File: config.mk
export PLATFORM = sky130hd
export DESIGN_NAME = param_flag_divider
export DESIGN_NICKNAME = d
export VERILOG_FILES = /design/src/rtl/param_flag_divider_pkg.sv /design/src/rtl/param_flag_divider_cfg_shadow.sv /design/src/rtl/param_flag_divider.sv
export SDC_FILE = /design/constraint.sdc
export NUM_CORES = 1
export LEC_CHECK = 0
export ABC_CLOCK_PERIOD_IN_PS = 3220
export CORE_MARGIN = 2
export CORE_UTILIZATION = 30
export DETAILED_ROUTE_END_ITERATION = 16
export GPL_TIMING_DRIVEN = 0
export PLACE_DENSITY_LB_ADDON = 0.25
export SLEW_MARGIN = 30
export SYNTH_ARGS = -nofsm -noshare
export SYNTH_HDL_FRONTEND = slang
export SYNTH_SLANG_ARGS = --single-unit
File: constraint.sdc
create_clock -name sys_clk -period 3.22 [get_ports sys_clk]
set_clock_uncertainty 0.05 [all_clocks]
set_input_delay 0.644 -clock sys_clk [delete_from_list [all_inputs] [get_ports sys_clk]]
set_output_delay 0.644 -clock sys_clk [all_outputs]
set_load 0.01 [all_outputs]
File: src/rtl/param_flag_divider_pkg.sv
// Shared constants for the parametrised flag divider.
package param_flag_divider_pkg;

  localparam int DEF_CNT_W = 8;
  localparam int MIN_DIV   = 2;
  localparam int DEF_DIV   = 5;

endpackage

File: src/rtl/param_flag_divider_cfg_shadow.sv
// Ratio shadow: validates requested ratios, holds the pending one and swaps
// it into the active ratio only on a period wrap.
module param_flag_divider_cfg_shadow
  import param_flag_divider_pkg::*;
#(
  parameter int CNT_W       = DEF_CNT_W,
  parameter int DEFAULT_DIV = DEF_DIV
) (
  input  logic             sys_clk,
  input  logic             sys_rst,
  input  logic             cfg_load,
  input  logic [CNT_W-1:0] cfg_div,
  input  logic             apply,
  output logic [CNT_W-1:0] div_act,
  output logic [CNT_W-1:0] div_nxt,
  output logic             cfg_err
);

  logic [CNT_W-1:0] pend_div;
  logic             pend_vld;
  logic             cfg_ok;

  assign cfg_ok = (cfg_div >= CNT_W'(MIN_DIV));

  // Ratio the counter core will run with after this edge.
  always_comb begin
    div_nxt = div_act;
    if (apply && pend_vld) div_nxt = pend_div;
  end

  // Pending/active ratio registers. A load coinciding with a wrap is
  // written after the apply, so it survives for the following wrap.
  always_ff @(posedge sys_clk) begin
    if (sys_rst) begin
      div_act  <= CNT_W'(DEFAULT_DIV);
      pend_div <= CNT_W'(DEFAULT_DIV);
      pend_vld <= 1'b0;
      cfg_err  <= 1'b0;
    end else begin
      div_act <= div_nxt;
      cfg_err <= cfg_load && !cfg_ok;
      if (apply && pend_vld) pend_vld <= 1'b0;
      if (cfg_load && cfg_ok) begin
        pend_div <= cfg_div;
        pend_vld <= 1'b1;
      end
    end
  end

endmodule

File: src/rtl/param_flag_divider.sv
// Runtime-programmable clock-enable divider: one-cycle flag per period,
// near-50% square wave and phase count, all in the sys_clk domain.
module param_flag_divider
  import param_flag_divider_pkg::*;
#(
  parameter int CNT_W       = DEF_CNT_W,
  parameter int DEFAULT_DIV = DEF_DIV
) (
  input  logic             sys_clk,
  input  logic             sys_rst,
  input  logic             en,
  input  logic             cfg_load,
  input  logic [CNT_W-1:0] cfg_div,
  output logic             cfg_err,
  output logic             clk_flag,
  output logic             clk_out,
  output logic [CNT_W-1:0] cnt_out
);

  logic [CNT_W-1:0] cnt;
  logic [CNT_W-1:0] cnt_nxt;
  logic [CNT_W-1:0] div_act;
  logic [CNT_W-1:0] div_nxt;
  logic             wrap;
  logic             last_q;
  logic             clk_out_q;

  assign wrap = en && (cnt == (div_act - CNT_W'(1)));

  param_flag_divider_cfg_shadow #(
    .CNT_W       (CNT_W),
    .DEFAULT_DIV (DEFAULT_DIV)
  ) u_cfg_shadow (
    .sys_clk  (sys_clk),
    .sys_rst  (sys_rst),
    .cfg_load (cfg_load),
    .cfg_div  (cfg_div),
    .apply    (wrap),
    .div_act  (div_act),
    .div_nxt  (div_nxt),
    .cfg_err  (cfg_err)
  );

  // Next phase count: advance when enabled, wrap at the last phase.
  always_comb begin
    cnt_nxt = cnt;
    if (en) cnt_nxt = wrap ? '0 : cnt + CNT_W'(1);
  end

  // Count and decoded outputs are registered from next-state values so they
  // line up with cnt_out in the same cycle without a path from cnt.
  always_ff @(posedge sys_clk) begin
    if (sys_rst) begin
      cnt       <= '0;
      last_q    <= 1'b0;
      clk_out_q <= 1'b0;
    end else begin
      cnt       <= cnt_nxt;
      last_q    <= (cnt_nxt == (div_nxt - CNT_W'(1)));
      clk_out_q <= (cnt_nxt >= (div_nxt >> 1));
    end
  end

  // The flag is qualified by en so a stalled last cycle produces no pulse;
  // the pulse then lands on the first enabled cycle, where the wrap happens.
  assign clk_flag = last_q && en;
  assign clk_out  = clk_out_q;
  assign cnt_out  = cnt;

endmodule

==> reports/results.ini, run 1 <==
[detailed_routing]
wl_microns = 5060
via_per_inst = 5.02
num_vias = 1741
drt_iter0_drc = 68
detail_route.first_pass.iterations = 4
drtAntennaViolNets = 0
routedWlPerCell_microns = 14.6
drc = 0

[clock_tree]
cts.sinks = 28
htree_levels = 1
clockBufferDepth = 2
cts_hold_buffers = 0
root_buffer = clkbuf_8
cts_tree = yes
clkTransAtPathRegs_ns = 0.10
numCtsBuffers = 3
insertion_delay_ns = 0.28

[synthesis]
async_reset_ff_share_pct = 0
synth_top_family_by_area = simple AND/OR/NAND/NOR gates
synth_compound_area_share_pct = 12.5
yosys.area.top_type = dfxtp_1
yosys-top-cells-area = dfxtp_1 (29%), ha_1 (6.4%), xnor2_1 (5.8%), mux2i_1 (5.1%), nand2_1 (5.0%)
yosys_warnings = 0
synthAdderAreaFrac_pct = 6.37
syn_nets = 252
avgSynthCellArea_sq_um = 8.55
syn_inst = 230
ys_seq_area_share_pct = 28.5
synth_edf_count = 0
synth_xor_area_share_pct = 9.80
ys_ff_latch = 28
syn_area_sq_um = 1970
synth_ff_type = dfxtp_1
synth_cell_types = 50
synth_simple_gate_area_share_pct = 30.6
synth_top_area_share_pct = 28.5
synthMuxAreaShare_pct = 8.15

[floorplan]
fp-row-count = 29
dieArea_sq_um = 7220
io_pins = 23
fp.dieH_microns = 84.9
start_util_pct = 31.0
core_sq_um = 6350
fp.dieW_microns = 84.9

[timing]
period_share_pct = 98.3
period_needed_ns = 3.16
finalSetupTns_ns = 0
slew_violations = 0
hold_viol = 0
rsz0062_at_grt = yes
tightest_slew_ns = 0.560
finalSetupViolations = 0
slew_headroom_pct = 62.7
fmax_mhz = 316
worst_slack_ns = 0.0557

[place]
hpwl_microns = 3680
place_ws_ns = -0.416
io_buffers = 19
place_area_sq_um = 2280
finalWeightedCongestion = 0.843

[power]
power.total_uw = 672
swShare_pct = 24.9
p_leak_nw = 1.01
seq_power_share_pct = 54.8
switching_power_uw = 167
clock_power_share_pct = 33.3
irDropWorstVdd_mv = 0.151
intPower_uw = 505
comb_power_share_pct = 11.9
power_density_nw_per_um2 = 264

[critical_path]
end_kind = flop
critPathMaxFanout = 8
rrSetupSlack_ns = 0.06
setup.worst_path.start_class = flop
critPathKind = flop to flop
crit_arrival_ns = 3.26
crit_required_ns = 3.32

[layout]
final_area_sq_um = 2540
fillers = 645
final_common_cell = nand2_1
fin_nets = 293
drive_gt1_share_pct = 24.1
multi_input_area_sq_um = 1410
postLayoutCoreUtil_pct = 40.1
syn_to_final_growth_pct = 29.5
antennaDiodeCount = 0
seqCellArea_sq_um = 572
layout_common_cells = nand2_1 (26), dfxtp_1 (23), nor2_1 (19), clkdlybuf4s50_1 (19), buf_4 (17)

[grt]
grt_first_pass_wirelength_microns = 7950
grt.overflow.total = 0
grt_start_max_net_pins = 16
grt_pass1_vias = 1618
antenna_found_initial = 0
grtUsageTotal_pct = 13.9

[job]
cap_violations = 0

[worst_hold_path]
hold_path.class = flop to flop

[run_status]
status = complete, no violations

[layout make-up]
class / count / area share [%]
Tap cell: 77 / 3.79
Buffer: 10 / 2.56
Timing Repair Buffer: 37 / 12.8
Multi-Input combinational cell: 185 / 55.3
Clock buffer: 4 / 2.16
Inverter: 6 / 0.885
Sequential cell: 28 / 22.5
[power groups by stage]
| stage | Clock [mW] | Sequential, mW | Combinational [mW] |
|---|---|---|---|
| detailed placement | 0 | 0.377 | 0.0749 |
| floorplan | 0 | 0.374 | 0.0449 |
| CTS | 0.234 | 0.368 | 0.0775 |
| global route | 0.249 | 0.370 | 0.0884 |
| finish | 0.224 | 0.368 | 0.0797 |
| global placement | 0 | 0.376 | 0.0741 |
[critical path: stages, from the launching register on]
cell	delay, ns
dfxtp_1	0.32
buf_4	0.17
nor4_4	0.06
buf_4	0.14
or4_4	0.54
nand3_4	0.11
o211ai_4	0.11
buf_8	0.14
buf_6	0.12
mux2i_2	0.20
ha_1	0.27
a21oi_2	0.13
nor2b_1	0.06
o21ai_1	0.12
nand2b_1	0.09
a21oi_2	0.15
nor2b_1	0.05
o21ai_1	0.12
a21oi_1	0.08
[metal layers]
layer  vias up  track usage, %  share of wire [%]
li1        890               -                  -
met1       813            19.2                 49
met2        32            22.2                 46
met3         6            1.85                3.4
met4         0            4.91                1.5
met5         -               0                  0
[repair_timing]
| action | in CTS | in global routing |
|---|---|---|
| gates cloned | 0 | 1 |
| pin swaps | 5 | 14 |
| setup endpoints to repair | 1 | 2 |
| resized for setup | 10 | 15 |
| buffers inserted | 11 | 6 |
[Yosys cell counts (2+ instances only)]
cell	count
a211o_1	2
a21oi_1	16
a31oi_1	3
buf_4	2
clkbuf_1	7
dfxtp_1	28
ha_1	10
inv_1	6
mux2_2	2
mux2i_1	10
nand2_1	26
nand2b_1	5
nand3_1	2
nand3b_1	3
nand4_1	2
nor2_1	21
nor2b_1	9
nor3_1	15
nor3b_1	2
nor4_1	2
nor4_4	2
o211ai_1	2
o21a_1	2
o21ai_0	3
o221a_2	2
or3_1	2
xnor2_1	13
xor2_1	9
[final timing paths]
path                                              start                               endpoint  depth (start not counted)
setup / recovery     u_cfg_shadow.div_act[3]$_SDFF_PP0_                     clk_out$_SDFF_PP0_                         18
hold / removal    u_cfg_shadow.pend_div[7]$_SDFFE_PP0P_  u_cfg_shadow.pend_div[7]$_SDFFE_PP0P_                          2
setup reg to reg     u_cfg_shadow.div_act[3]$_SDFF_PP0_                     clk_out$_SDFF_PP0_                         18
hold reg to reg   u_cfg_shadow.pend_div[7]$_SDFFE_PP0P_  u_cfg_shadow.pend_div[7]$_SDFFE_PP0P_                          2
[metrics by stage]
step                      cells  hold WS (ns)
after floorplan             230         0.386
after global placement      326         0.414
after detailed placement    326         0.430
after CTS                   341         0.445
after global routing        347         0.486
final                       347         0.437
[registers in the layout, summed over array words and instances, names as in the netlist]
register and cells:
last_q 1, u_cfg_shadow.div_act 8, cnt_out 8, u_cfg_shadow.pend_div 8, u_cfg_shadow.cfg_err 1, u_cfg_shadow.pend_vld 1
clk_out 1
[kinds of logic after synthesis]
logic type      count (synthesis)
compound gates                 36
xor+xnor                       22
fa+ha+maj                      10
buf+inv                        17
flops                          28
mux                            14
simple gates                  103
Power figures use the tool's default switching activity.
==> inputs of run 2 (changes only) <==
CTS_CLUSTER_SIZE = 20   (was default)
PLACE_DENSITY = 0.61   (was default)
PLACE_DENSITY_LB_ADDON = default   (was 0.25)
SLEW_MARGIN = 10   (was 30)
==> reports/results.ini, run 2 (synthesized netlist as in run 1, its figures left out) <==
[grt]
grtUsageTotal_pct = 13.5  ; was 13.9%
antenna_found_initial = 0  ; unchanged
grt.overflow.total = 0  ; unchanged
grt_pass1_vias = 1617  ; was 1618
grt_start_max_net_pins = 16  ; unchanged
grt_first_pass_wirelength_microns = 7770  ; was 7950 microns

[power]
intPower_uw = 506  ; was 505 uW
p_leak_nw = 0.987  ; was 1.01 nW
swShare_pct = 24.0  ; was 24.9%
irDropWorstVdd_mv = 0.131  ; was 0.151 mV
switching_power_uw = 160  ; was 167 uW
seq_power_share_pct = 55.3  ; was 54.8%
power_density_nw_per_um2 = 265  ; was 264 nW/um^2
clock_power_share_pct = 32.7  ; was 33.3%
comb_power_share_pct = 12.1  ; was 11.9%

[timing]
hold_slack_ns = 0.426  ; was 0.437 ns
hold_viol = 0  ; unchanged
fmax_mhz = 310  ; was 316 MHz
slew_headroom_pct = 64.9  ; was 62.7%
finalSetupViolations = 1  ; was 0
period_share_pct = 100  ; was 98.3%
period_needed_ns = 3.22  ; was 3.16 ns
tightest_slew_ns = 0.527  ; was 0.560 ns
rsz0062_at_grt = yes  ; unchanged
slew_violations = 0  ; unchanged
worst_slack_ns = -0.00352  ; was 0.0557 ns

[layout]
antennaDiodeCount = 0  ; unchanged
layout_common_cells = nand2_1 (25), dfxtp_1 (24), nor2_1 (19), clkdlybuf4s50_1 (19), buf_4 (16)  ; was nand2_1 (26), dfxtp_1 (23), nor2_1 (19), clkdlybuf4s50_1 (19), buf_4 (17)
drive_gt1_share_pct = 22.0  ; was 24.1%
syn_to_final_growth_pct = 27.7  ; was 29.5%
final_common_cell = nand2_1  ; unchanged
fin_nets = 291  ; was 293

[floorplan]
dieArea_sq_um = 7220  ; unchanged
fp.dieW_microns = 84.9  ; unchanged
fp-row-count = 29  ; unchanged
fp.dieH_microns = 84.9  ; unchanged
io_pins = 23  ; unchanged
start_util_pct = 31.0  ; unchanged
core_sq_um = 6350  ; unchanged

[detailed_routing]
routedWlPerCell_microns = 14.3  ; was 14.6 microns
drc = 0  ; unchanged
num_vias = 1736  ; was 1741
detail_route.first_pass.iterations = 4  ; unchanged
drtAntennaViolNets = 0  ; unchanged
wl_microns = 4940  ; was 5060 microns
drt_iter0_drc = 38  ; was 68
via_per_inst = 5.03  ; was 5.02

[worst_hold_path]
min_from = u_cfg_shadow.pend_div[7]$_SDFFE_PP0P_  ; unchanged
hold_path.class = flop to flop  ; unchanged

[critical_path]
end_kind = flop  ; unchanged
crit_required_ns = 3.32  ; about the same
critPathMaxFanout = 3  ; was 8
crit_buf_inv = 3  ; was 4
critPathMaxStageDelay_ns = 0.38  ; was 0.54 ns
r2r-start = u_cfg_shadow.div_act[1]$_SDFF_PP0_  ; was u_cfg_shadow.div_act[3]$_SDFF_PP0_
path_cells = inv_2 > ha_4 > or3_1 > a31oi_1 > and4b_4 > o211ai_4 > buf_8 > mux2i_4 > inv_1 > ha_1 > nand2b_4 > a21oi_2 > nor2b_1 > o21ai_1 > nand2b_1 > a21oi_2 > nor2b_1 > o21ai_1 > a21oi_1  ; was buf_4 > nor4_4 > buf_4 > or4_4 > nand3_4 > o211ai_4 > buf_8 > buf_6 > mux2i_2 > ha_1 > a21oi_2 > nor2b_1 > o21ai_1 > nand2b_1 > a21oi_2 > nor2b_1 > o21ai_1 > a21oi_1
crit_family = simple AND/OR/NAND/NOR gates  ; unchanged
slowest_stage = dfxtp_4  ; was or4_4
crit_arrival_ns = 3.32  ; was 3.26 ns
timing.critical_path.from = u_cfg_shadow.div_act[1]$_SDFF_PP0_  ; was u_cfg_shadow.div_act[3]$_SDFF_PP0_
setup.worst_path.start_class = flop  ; unchanged
critPathKind = flop to flop  ; unchanged

[place]
hpwl_microns = 3570  ; was 3680 microns
io_buffers = 19  ; unchanged
place_ws_ns = -0.407  ; was -0.416 ns
finalWeightedCongestion = 0.886  ; was 0.843

[clock_tree]
numCtsBuffers = 3  ; unchanged
root_buffer = clkbuf_8  ; unchanged
insertion_delay_ns = 0.28  ; about the same
cts_tree = yes  ; unchanged
htree_levels = 1  ; unchanged
cts_hold_buffers = 0  ; unchanged
clkTransAtPathRegs_ns = 0.09  ; was 0.10 ns
clockBufferDepth = 2  ; unchanged
cts.sinks = 28  ; unchanged

[job]
cap_violations = 0  ; unchanged

[run_status]
status = complete, but fails checks  ; was complete, no violations
violations = negative setup slack

[run 2: per-layer routing]
layer	part of all wire [%]	vias up	global-route usage [%]
met2	48	33	22.1
met3	2.5	7	1.17
li1	-	887	-
met4	1.8	0	5.19
met1	48	809	18.4
met5	0	-	0
[run 2: area by class of cell]
cell class | instances | area [sq um]
tap | 77 | 96.3
clock buffer | 4 | 55.1
multi-input combinational | 185 | 1390
buffer | 10 | 68.8
timing repair buffer | 35 | 310
inverter | 6 | 22.5
sequential | 28 | 571
fill | 646 | 3840
[run 2: per-stage QoR]
step	area (sq um)	TNS (ns)	power (mW)	util (%)	instances
after CTS	2440	0	0.675	38.4	339
after floorplan	1990	0	0.419	-	230
after global placement	2280	-0.372	0.450	35.9	326
after detailed placement	2280	-0.407	0.451	35.9	326
final	2510	-0.00352	0.666	39.5	345
after global routing	2510	-0.261	0.699	39.5	345
[run 2: worst paths after layout]
kind / end / cells after the start / slack [ns]
hold reg to reg: u_cfg_shadow.pend_div[7]$_SDFFE_PP0P_ / 2 / 0.43
setup reg to reg: clk_out$_SDFF_PP0_ / 19 / -0.004
setup / recovery: clk_out$_SDFF_PP0_ / 19 / -0.004
hold / removal: u_cfg_shadow.pend_div[7]$_SDFFE_PP0P_ / 2 / 0.43
[run 2: what timing repair did]
action | CTS | global route
gates cloned | 0 | 0
setup endpoints to repair | 1 | 2
gates resized for setup | 10 | 10
setup buffers | 9 | 7
pin swaps | 4 | 13
[run 2: tightest hold or removal path, stage by stage, from the launching register on]
cell,delay [ns]
dfxtp_1,0.33
nand2_1,0.05
a21oi_1,0.05
[run 2: power groups by stage]
stage | Combinational [mW] | Clock (mW) | Sequential, mW
finish | 0.0804 | 0.217 | 0.368
global route | 0.0899 | 0.239 | 0.370
CTS | 0.0799 | 0.227 | 0.368
detailed placement | 0.0745 | 0 | 0.376
global placement | 0.0736 | 0 | 0.376
floorplan | 0.0449 | 0 | 0.374
==> inputs of run 3 (changes only) <==
CTS_CLUSTER_SIZE = default   (was 20)
==> results of run 3 <==
No change in the layout: final DEF, timing and power equal those of run 2.
